**src/rtl/prng_matvec_iter.sv**
```systemverilog
// prng_matvec_iter: iterates y = A*x over one shared external FP multiplier and adder,
// presenting each y on a valid/ready port and feeding it back as the next x.
// Optional build macro PRNG_ZERO_SKIP_EN: skip terms whose coefficient is +/-0.
module prng_matvec_iter #(
    parameter int PRECISION = 32
) (
    input  logic                 clk,
    input  logic                 rst_n,
    input  logic                 start,
    input  logic                 run,
    input  logic [PRECISION-1:0] A00,
    input  logic [PRECISION-1:0] A01,
    input  logic [PRECISION-1:0] A02,
    input  logic [PRECISION-1:0] A10,
    input  logic [PRECISION-1:0] A11,
    input  logic [PRECISION-1:0] A12,
    input  logic [PRECISION-1:0] A20,
    input  logic [PRECISION-1:0] A21,
    input  logic [PRECISION-1:0] A22,
    input  logic [PRECISION-1:0] x0_init,
    input  logic [PRECISION-1:0] x1_init,
    input  logic [PRECISION-1:0] x2_init,
    output logic                 mul_req,
    output logic [PRECISION-1:0] mul_op_a,
    output logic [PRECISION-1:0] mul_op_b,
    input  logic                 mul_done,
    input  logic [PRECISION-1:0] mul_res,
    output logic                 add_req,
    output logic [PRECISION-1:0] add_op_a,
    output logic [PRECISION-1:0] add_op_b,
    input  logic                 add_done,
    input  logic [PRECISION-1:0] add_res,
    output logic [PRECISION-1:0] y0,
    output logic [PRECISION-1:0] y1,
    output logic [PRECISION-1:0] y2,
    output logic                 out_valid,
    input  logic                 out_ready,
    output logic                 busy
);
    typedef enum logic [1:0] {S_IDLE, S_MUL, S_ADD, S_OUT} state_t;

    state_t               r_state;
    logic [PRECISION-1:0] r_a [0:8];
    logic [PRECISION-1:0] r_x [0:2];
    logic [PRECISION-1:0] r_y [0:2];
    logic [PRECISION-1:0] r_acc, r_p, r_mul_a, r_mul_b, r_add_a, r_add_b;
    logic [1:0]           r_i, r_j;
    logic                 r_acc_vld, r_mul_req, r_add_req, r_out_valid;

    logic [3:0]           w_idx;
    logic [PRECISION-1:0] w_coef, w_xj, w_acc_nxt;
    logic                 w_skip, w_mul_fire, w_add_fire, w_adv, w_vld_nxt;

    assign w_idx  = 4'(r_i) * 4'd3 + 4'(r_j);
    assign w_coef = r_a[w_idx];
    assign w_xj   = r_x[r_j];
`ifdef PRNG_ZERO_SKIP_EN
    assign w_skip = (w_coef[PRECISION-2:0] == '0);
`else
    assign w_skip = 1'b0;
`endif
    // done pulses only count while the matching request is outstanding
    assign w_mul_fire = (r_state == S_MUL) && r_mul_req && mul_done;
    assign w_add_fire = (r_state == S_ADD) && r_add_req && add_done;
    // a term completes on its first product, its accumulate, or a skipped coefficient
    assign w_adv      = (w_mul_fire && !r_acc_vld) || w_add_fire ||
                        ((r_state == S_MUL) && !r_mul_req && w_skip);
    assign w_acc_nxt  = w_add_fire ? add_res : w_mul_fire ? mul_res : r_acc;
    assign w_vld_nxt  = r_acc_vld || w_mul_fire || w_add_fire;

    assign mul_req   = r_mul_req;
    assign mul_op_a  = r_mul_a;
    assign mul_op_b  = r_mul_b;
    assign add_req   = r_add_req;
    assign add_op_a  = r_add_a;
    assign add_op_b  = r_add_b;
    assign y0        = r_y[0];
    assign y1        = r_y[1];
    assign y2        = r_y[2];
    assign out_valid = r_out_valid;
    assign busy      = (r_state != S_IDLE);

    // sequencer: latch operands, walk rows/cols through the shared units, hand off y
    always_ff @(posedge clk or negedge rst_n) begin
        if (!rst_n) begin
            r_state     <= S_IDLE;
            for (int k = 0; k < 9; k++) r_a[k] <= '0;
            for (int k = 0; k < 3; k++) begin
                r_x[k] <= '0;
                r_y[k] <= '0;
            end
            r_acc       <= '0;
            r_p         <= '0;
            r_mul_a     <= '0;
            r_mul_b     <= '0;
            r_add_a     <= '0;
            r_add_b     <= '0;
            r_i         <= '0;
            r_j         <= '0;
            r_acc_vld   <= 1'b0;
            r_mul_req   <= 1'b0;
            r_add_req   <= 1'b0;
            r_out_valid <= 1'b0;
        end else begin
            case (r_state)
                S_IDLE: if (start) begin
                    r_a[0]    <= A00;
                    r_a[1]    <= A01;
                    r_a[2]    <= A02;
                    r_a[3]    <= A10;
                    r_a[4]    <= A11;
                    r_a[5]    <= A12;
                    r_a[6]    <= A20;
                    r_a[7]    <= A21;
                    r_a[8]    <= A22;
                    r_x[0]    <= x0_init;
                    r_x[1]    <= x1_init;
                    r_x[2]    <= x2_init;
                    r_i       <= '0;
                    r_j       <= '0;
                    r_acc_vld <= 1'b0;
                    r_state   <= S_MUL;
                end
                S_MUL: begin
                    if (!r_mul_req && !w_skip) begin
                        r_mul_req <= 1'b1;
                        r_mul_a   <= w_coef;
                        r_mul_b   <= w_xj;
                    end
                    if (w_mul_fire) begin
                        r_mul_req <= 1'b0;
                        r_p       <= mul_res;
                        if (r_acc_vld) r_state <= S_ADD;
                    end
                end
                S_ADD: begin
                    if (!r_add_req) begin
                        r_add_req <= 1'b1;
                        r_add_a   <= r_acc;
                        r_add_b   <= r_p;
                    end
                    if (w_add_fire) r_add_req <= 1'b0;
                end
                S_OUT: if (r_out_valid && out_ready) begin
                    for (int k = 0; k < 3; k++) r_x[k] <= r_y[k];
                    r_out_valid <= 1'b0;
                    r_i         <= '0;
                    r_j         <= '0;
                    r_acc_vld   <= 1'b0;
                    r_state     <= run ? S_MUL : S_IDLE;
                end
                default: r_state <= S_IDLE;
            endcase
            if (w_adv) begin
                r_acc     <= w_acc_nxt;
                r_acc_vld <= w_vld_nxt;
                if (r_j != 2'd2) begin
                    r_j     <= r_j + 2'd1;
                    r_state <= S_MUL;
                end else begin
                    r_y[r_i]  <= w_vld_nxt ? w_acc_nxt : '0;
                    r_j       <= '0;
                    r_acc_vld <= 1'b0;
                    if (r_i != 2'd2) begin
                        r_i     <= r_i + 2'd1;
                        r_state <= S_MUL;
                    end else begin
                        r_out_valid <= 1'b1;
                        r_state     <= S_OUT;
                    end
                end
            end
        end
    end
endmodule

```
**config.mk**
```make
export PLATFORM = sky130hd
export DESIGN_NAME = prng_matvec_iter
export DESIGN_NICKNAME = d
export VERILOG_FILES = /design/src/rtl/prng_matvec_iter.sv
export SDC_FILE = /design/constraint.sdc
export NUM_CORES = 1
export LEC_CHECK = 0
export ABC_CLOCK_PERIOD_IN_PS = 3600
export CORE_MARGIN = 4
export CORE_UTILIZATION = 40
export DETAILED_ROUTE_END_ITERATION = 6
export DONT_BUFFER_PORTS = 1
export GPL_ROUTABILITY_DRIVEN = 0
export SLEW_MARGIN = 20
export SYNTH_ARGS = -nofsm -noshare
export SYNTH_HDL_FRONTEND = slang
export SYNTH_SLANG_ARGS = --single-unit
```
**constraint.sdc**
```tcl
create_clock -name clk -period 3.6 [get_ports clk]
set_clock_uncertainty 0.15 [all_clocks]
set_input_delay 0.9 -clock clk [delete_from_list [all_inputs] [get_ports clk]]
set_output_delay 0.9 -clock clk [all_outputs]
set_load 0.05 [all_outputs]
```
-- Yosys cells after proc, flatten, opt, wreduce, memory -nomap -nowiden
Cells that the tools add are included.
- register bits: 682
- output and inout bits: 228
- logic and storage cells: 124
- $add $sub $neg: 3
- multipliers: 1
- order comparisons: 4
- equality and inequality tests: 11
- multiplexer cells: 47
- bitwise logic cells: 6
- reduce and logical (&&, ||, !) cells: 24
- operators with widths (operator ; number):
    32-bit 2-to-1 mux ; 8
    96-bit 2-to-1 mux ; 2
    96-bit one-hot mux with 2 select lines ; 1
    32-bit binary-select mux with 4-bit select ; 1
    96-bit bitwise mux ; 1
    32-bit binary-select mux with 2-bit select ; 1
    32-bit demux with 2-bit select ; 1
    2-bit 2-to-1 mux ; 16
    1-bit 2-to-1 mux ; 12
    3-bit inequality test, second input constant ; 4
    2-bit AND reduction ; 5
    2-bit inequality test, second input constant ; 4
    2-bit one-hot mux with 2 select lines ; 2
    1-bit logical AND ; 7
    3-bit >= comparator, second input constant ; 2
    2-bit inverter with 3-bit output ; 2
    2-bit one-hot mux with 3 select lines ; 1
    3-bit AND reduction ; 2
    5-bit >= comparator, second input constant ; 1
    4-bit inverter with 5-bit output ; 1
    5-bit AND reduction ; 1
    2-bit by 1-bit adder with 2-bit output, second input constant ; 2
    4-bit by 2-bit adder with 4-bit output ; 1
    2-bit equality test, second input constant ; 2
    other kinds (11) ; 16

-- Logic depth before layout (Yosys ltp)
- depth after elaboration: 7
- depth in mapped cells: 9

-- Least setup slack after synthesis
OpenSTA, ideal clock, no wires.
- path kind: flip-flop to flip-flop
- from: register r_i[0]
- to: register r_mul_a[24] (netlist: mul_op_a[24])
- library setup time: 0.130 ns
- arrival: 2.609 ns
- required time: 3.320 ns
- slack: 0.711 ns
- cell stages (with the launch flop): 10
- clock period less this slack: 2.889 ns
- path through: dfrtp_1 > fa_1 > ha_1 > fa_1 > nor2b_1 > clkbuf_1 > clkbuf_1 > a22oi_1 > nand2_1 > o21ai_1
- cells in the longest elaborated chain, start to end: 6
- ends and longest elaborated chain (what ; line ; text):
    start: declaration ; 47 ; logic [1:0] r_i, r_j;
    start signal: assignment ; 165 ; r_i <= r_i + 2'd1;
    2-bit by 2-bit multiplier with 4-bit output ; 54 ; assign w_idx = 4'(r_i) * 4'd3 + 4'(r_j);
    4-bit by 2-bit adder with 4-bit output ; 54 ;
    4-bit inverter with 5-bit output (not written as such) ; 55 ; assign w_coef = r_a[w_idx];
    32-bit binary-select mux with 4-bit select ; 55 ;
    32-bit 2-to-1 mux (not written as such) (2 in series) ; 55 ;
    end signal: assignment ; 127 ; r_mul_a <= w_coef;
    end: declaration ; 46 ; logic [PRECISION-1:0] r_acc, r_p, r_mul_a, r_mul_b, r_add_a, r_add_b;
Every way passes these cells. The select of a mux whose other input is x is not followed.
A chain may end at the register's enable or synchronous reset.

==> metrics.cfg <==
[placed_design]
dp_slack_ps = 249
dp_hpwl_um = 69400
placed_area_um2 = 30600
portBuffers = 0

[critical_path]
cp.arrival_ps = 3010
crit_cells = 0
cp-startpoint = rst_n
r2r-start = r_i[0]
rrSetupSlack_ps = 280
r2r-end = mul_op_a[31]
worstSetupEndpointType = async pin
required_ps = 2840
endpoint = r_j[1]
crit_fanout = 682
crit_type = in -> async
crit_path_start_kind = input port
r2r_cells = 8

[cells_and_area]
layout.core_utilization = 0.454
design_area_um2 = 33200
drive_above_1_share = 0.230
layout.nets = 2911
areaGrowthSynthToFinish_pct = 12.2

[floorplan]
die_area_um2 = 78500
rows = 99
die_y_um = 280
start_util = 0.405
coreArea_um2 = 73200
die_w_um = 280
io_pins = 683

[route]
drc_errors = 0
initialDrtViolationCount = 1583
final_antenna_net_count = 0
dr.pass1.iters = 5
vias_per_cell = 5.65
num_vias = 19764
wire_per_inst_um = 27.4
finalWirelength_um = 95900

[synth]
syn_area_per_cell_um2 = 11.8
synth_fa_ha_area_frac = 0.00557
synth_compound_gate_area_share = 0.0927
ys_seq_area_frac = 0.576
yosys_warnings = 0
synthMuxAreaShare = 0.222
synth_top_family_by_area = multiplexers
synth_area_um2 = 29600
syn-num-nets = 2970
yosys.area_share.simple = 0.0747
synthXorXnorAreaFrac = 0
synth_seq_cells = 682
syn_inst = 2503
yosys.cell_types.count = 41

[global_route]
antenna_found_initial = 54
overflow = 0
grt_pass1_wl_um = 139000
track_usage = 0.237
grt_max_degree = 683
grt_pass1_vias = 20121

[power]
peakVddDrop_uv = 670
leakagePower_uw = 0.0142
power_uw = 36500
powerDensity_nw_per_um2 = 1100

[cts]
post_cts_buffers = 0
cts_resized = 0
cts_buffers = 76
clock_sinks = 682
clockRootBuffer = clkbuf_16
htree_levels = 3
clk_latency_ps = 620
cts_tree = yes
clk_path_buf_depth = 3
clk_pin_slew_ps = 60

[sta]
post-route-min-period_ps = 3770
setup_viol_count_final = 2
fin_ws_ps = -172
slew_headroom = -1.85
worst_pin_slew_ps = 4270
rsz0062_at_grt = no
hold_slack_ps = -166
finalHoldViolCount = 86
max_freq_mhz = 265
fin_crit_sh = 1.05
drv_slew = 553

[status]
violations = hold timing, slew limit, setup timing
status = complete, but fails checks

[hold_path]
hold_class = in -> async

[job]
drv_cap = 0

registers in the layout (all words and copies together) (netlist names):
register and cells:
r_a 288, r_x 96, add_op_a 32, add_op_b 32, mul_op_a 32, mul_op_b 32
r_acc 32, r_p 32, y0 32, y1 32, y2 32, r_i 2
r_j 2, r_state 2, add_req 1, mul_req 1, out_valid 1, r_acc_vld 1
per-layer routing:
| metal | vias to the layer above | global-route usage | share of wire | wire length [um] |
|---|---|---|---|---|
| li1 | 8739 | - | - | - |
| met4 | 26 | 0.0993 | 0.039 | 3760 |
| met2 | 805 | 0.399 | 0.50 | 47800 |
| met3 | 221 | 0.0869 | 0.094 | 8980 |
| met1 | 9973 | 0.274 | 0.37 | 35100 |
| met5 | - | 0 | 0.0019 | 186 |
placed cells by master (no fill, tap or decap), types with 3 or more instances in the layout:
cell	count
inv_1	6
nand3_1	32
buf_12	10
clkinv_8	3
buf_4	31
o21ai_1	21
nor2_1	168
a21boi_1	3
nand2_1	325
a31o_2	32
ha_4	3
a21oi_1	128
clkinv_2	7
diode_2	39
ha_1	7
clkbuf_1	10
mux2_2	353
a31oi_1	32
clkinvlp_4	3
mux2i_1	259
o211ai_4	3
a22oi_1	96
clkbuf_16	76
clkbuf_8	26
bufinv_16	3
nor2b_2	4
o21ai_0	141
dfrtp_1	680
worst min-delay path by stage:
stage,slack (ps),to
3_3_place_gp,300,r_p[14]
6_report,-170,add_op_a[13]
3_5_place_dp,310,r_p[21]
4_1_cts,-210,add_op_a[13]
5_1_grt,-210,add_op_a[13]
2_1_floorplan,290,r_p[0]
stage by stage:
step / hold slack (ps) / cells / setup TNS, ps
floorplan: 292 / 2503 / 0
global placement: 305 / 3324 / -3920
detailed placement: 310 / 3325 / 0
CTS: -212 / 3458 / 0
global route: -210 / 3480 / 0
finish: -166 / 3497 / -341
layout make-up:
cell class	instances	area, um^2
clock inverter	21	283
timing repair buffer	42	448
fill	6634	40000
multi-input combinational	1636	11800
inverter	6	22.5
sequential	682	17100
tap	959	1200
antenna	39	97.6
clock buffer	112	2300
cell usage after synthesis, drive strengths merged:
cell type | number | area, um^2
a31o | 32 | 280
buf | 117 | 624
a21boi | 3 | 22.5
a2111oi | 1 | 8.76
nand2b | 3 | 18.8
o211ai | 3 | 46.3
nand3 | 34 | 170
nor2b | 6 | 37.5
o32ai | 1 | 8.76
nor3 | 2 | 15.0
inv | 6 | 22.5
and3 | 2 | 12.5
a31oi | 32 | 200
and4b | 1 | 13.8
or2 | 1 | 6.26
mux2i | 259 | 2590
nor4bb | 1 | 10.0
a21oi | 128 | 641
and2 | 2 | 12.5
dfrtp | 682 | 17100
nor2 | 171 | 652
ha | 10 | 125
o21ai | 162 | 811
nand2 | 326 | 1220
nand3b | 2 | 15.0
fa | 2 | 40.0
mux2 | 353 | 3980
o31ai | 1 | 7.51
and2b | 1 | 7.51
a22oi | 96 | 721
clkbuf | 62 | 233
nor3b | 1 | 18.8
cell families after synthesis:
logic type,Yosys count
fa+ha+maj,12
flops,682
mux,612
buf+inv,185
simple gates,553
compound gates,459
power by group:
group,switching [uW],internal [uW]
Sequential,5590,11100
Clock,3260,4660
Combinational,6340,5470
No activity file was read; power rests on OpenSTA's default activity.
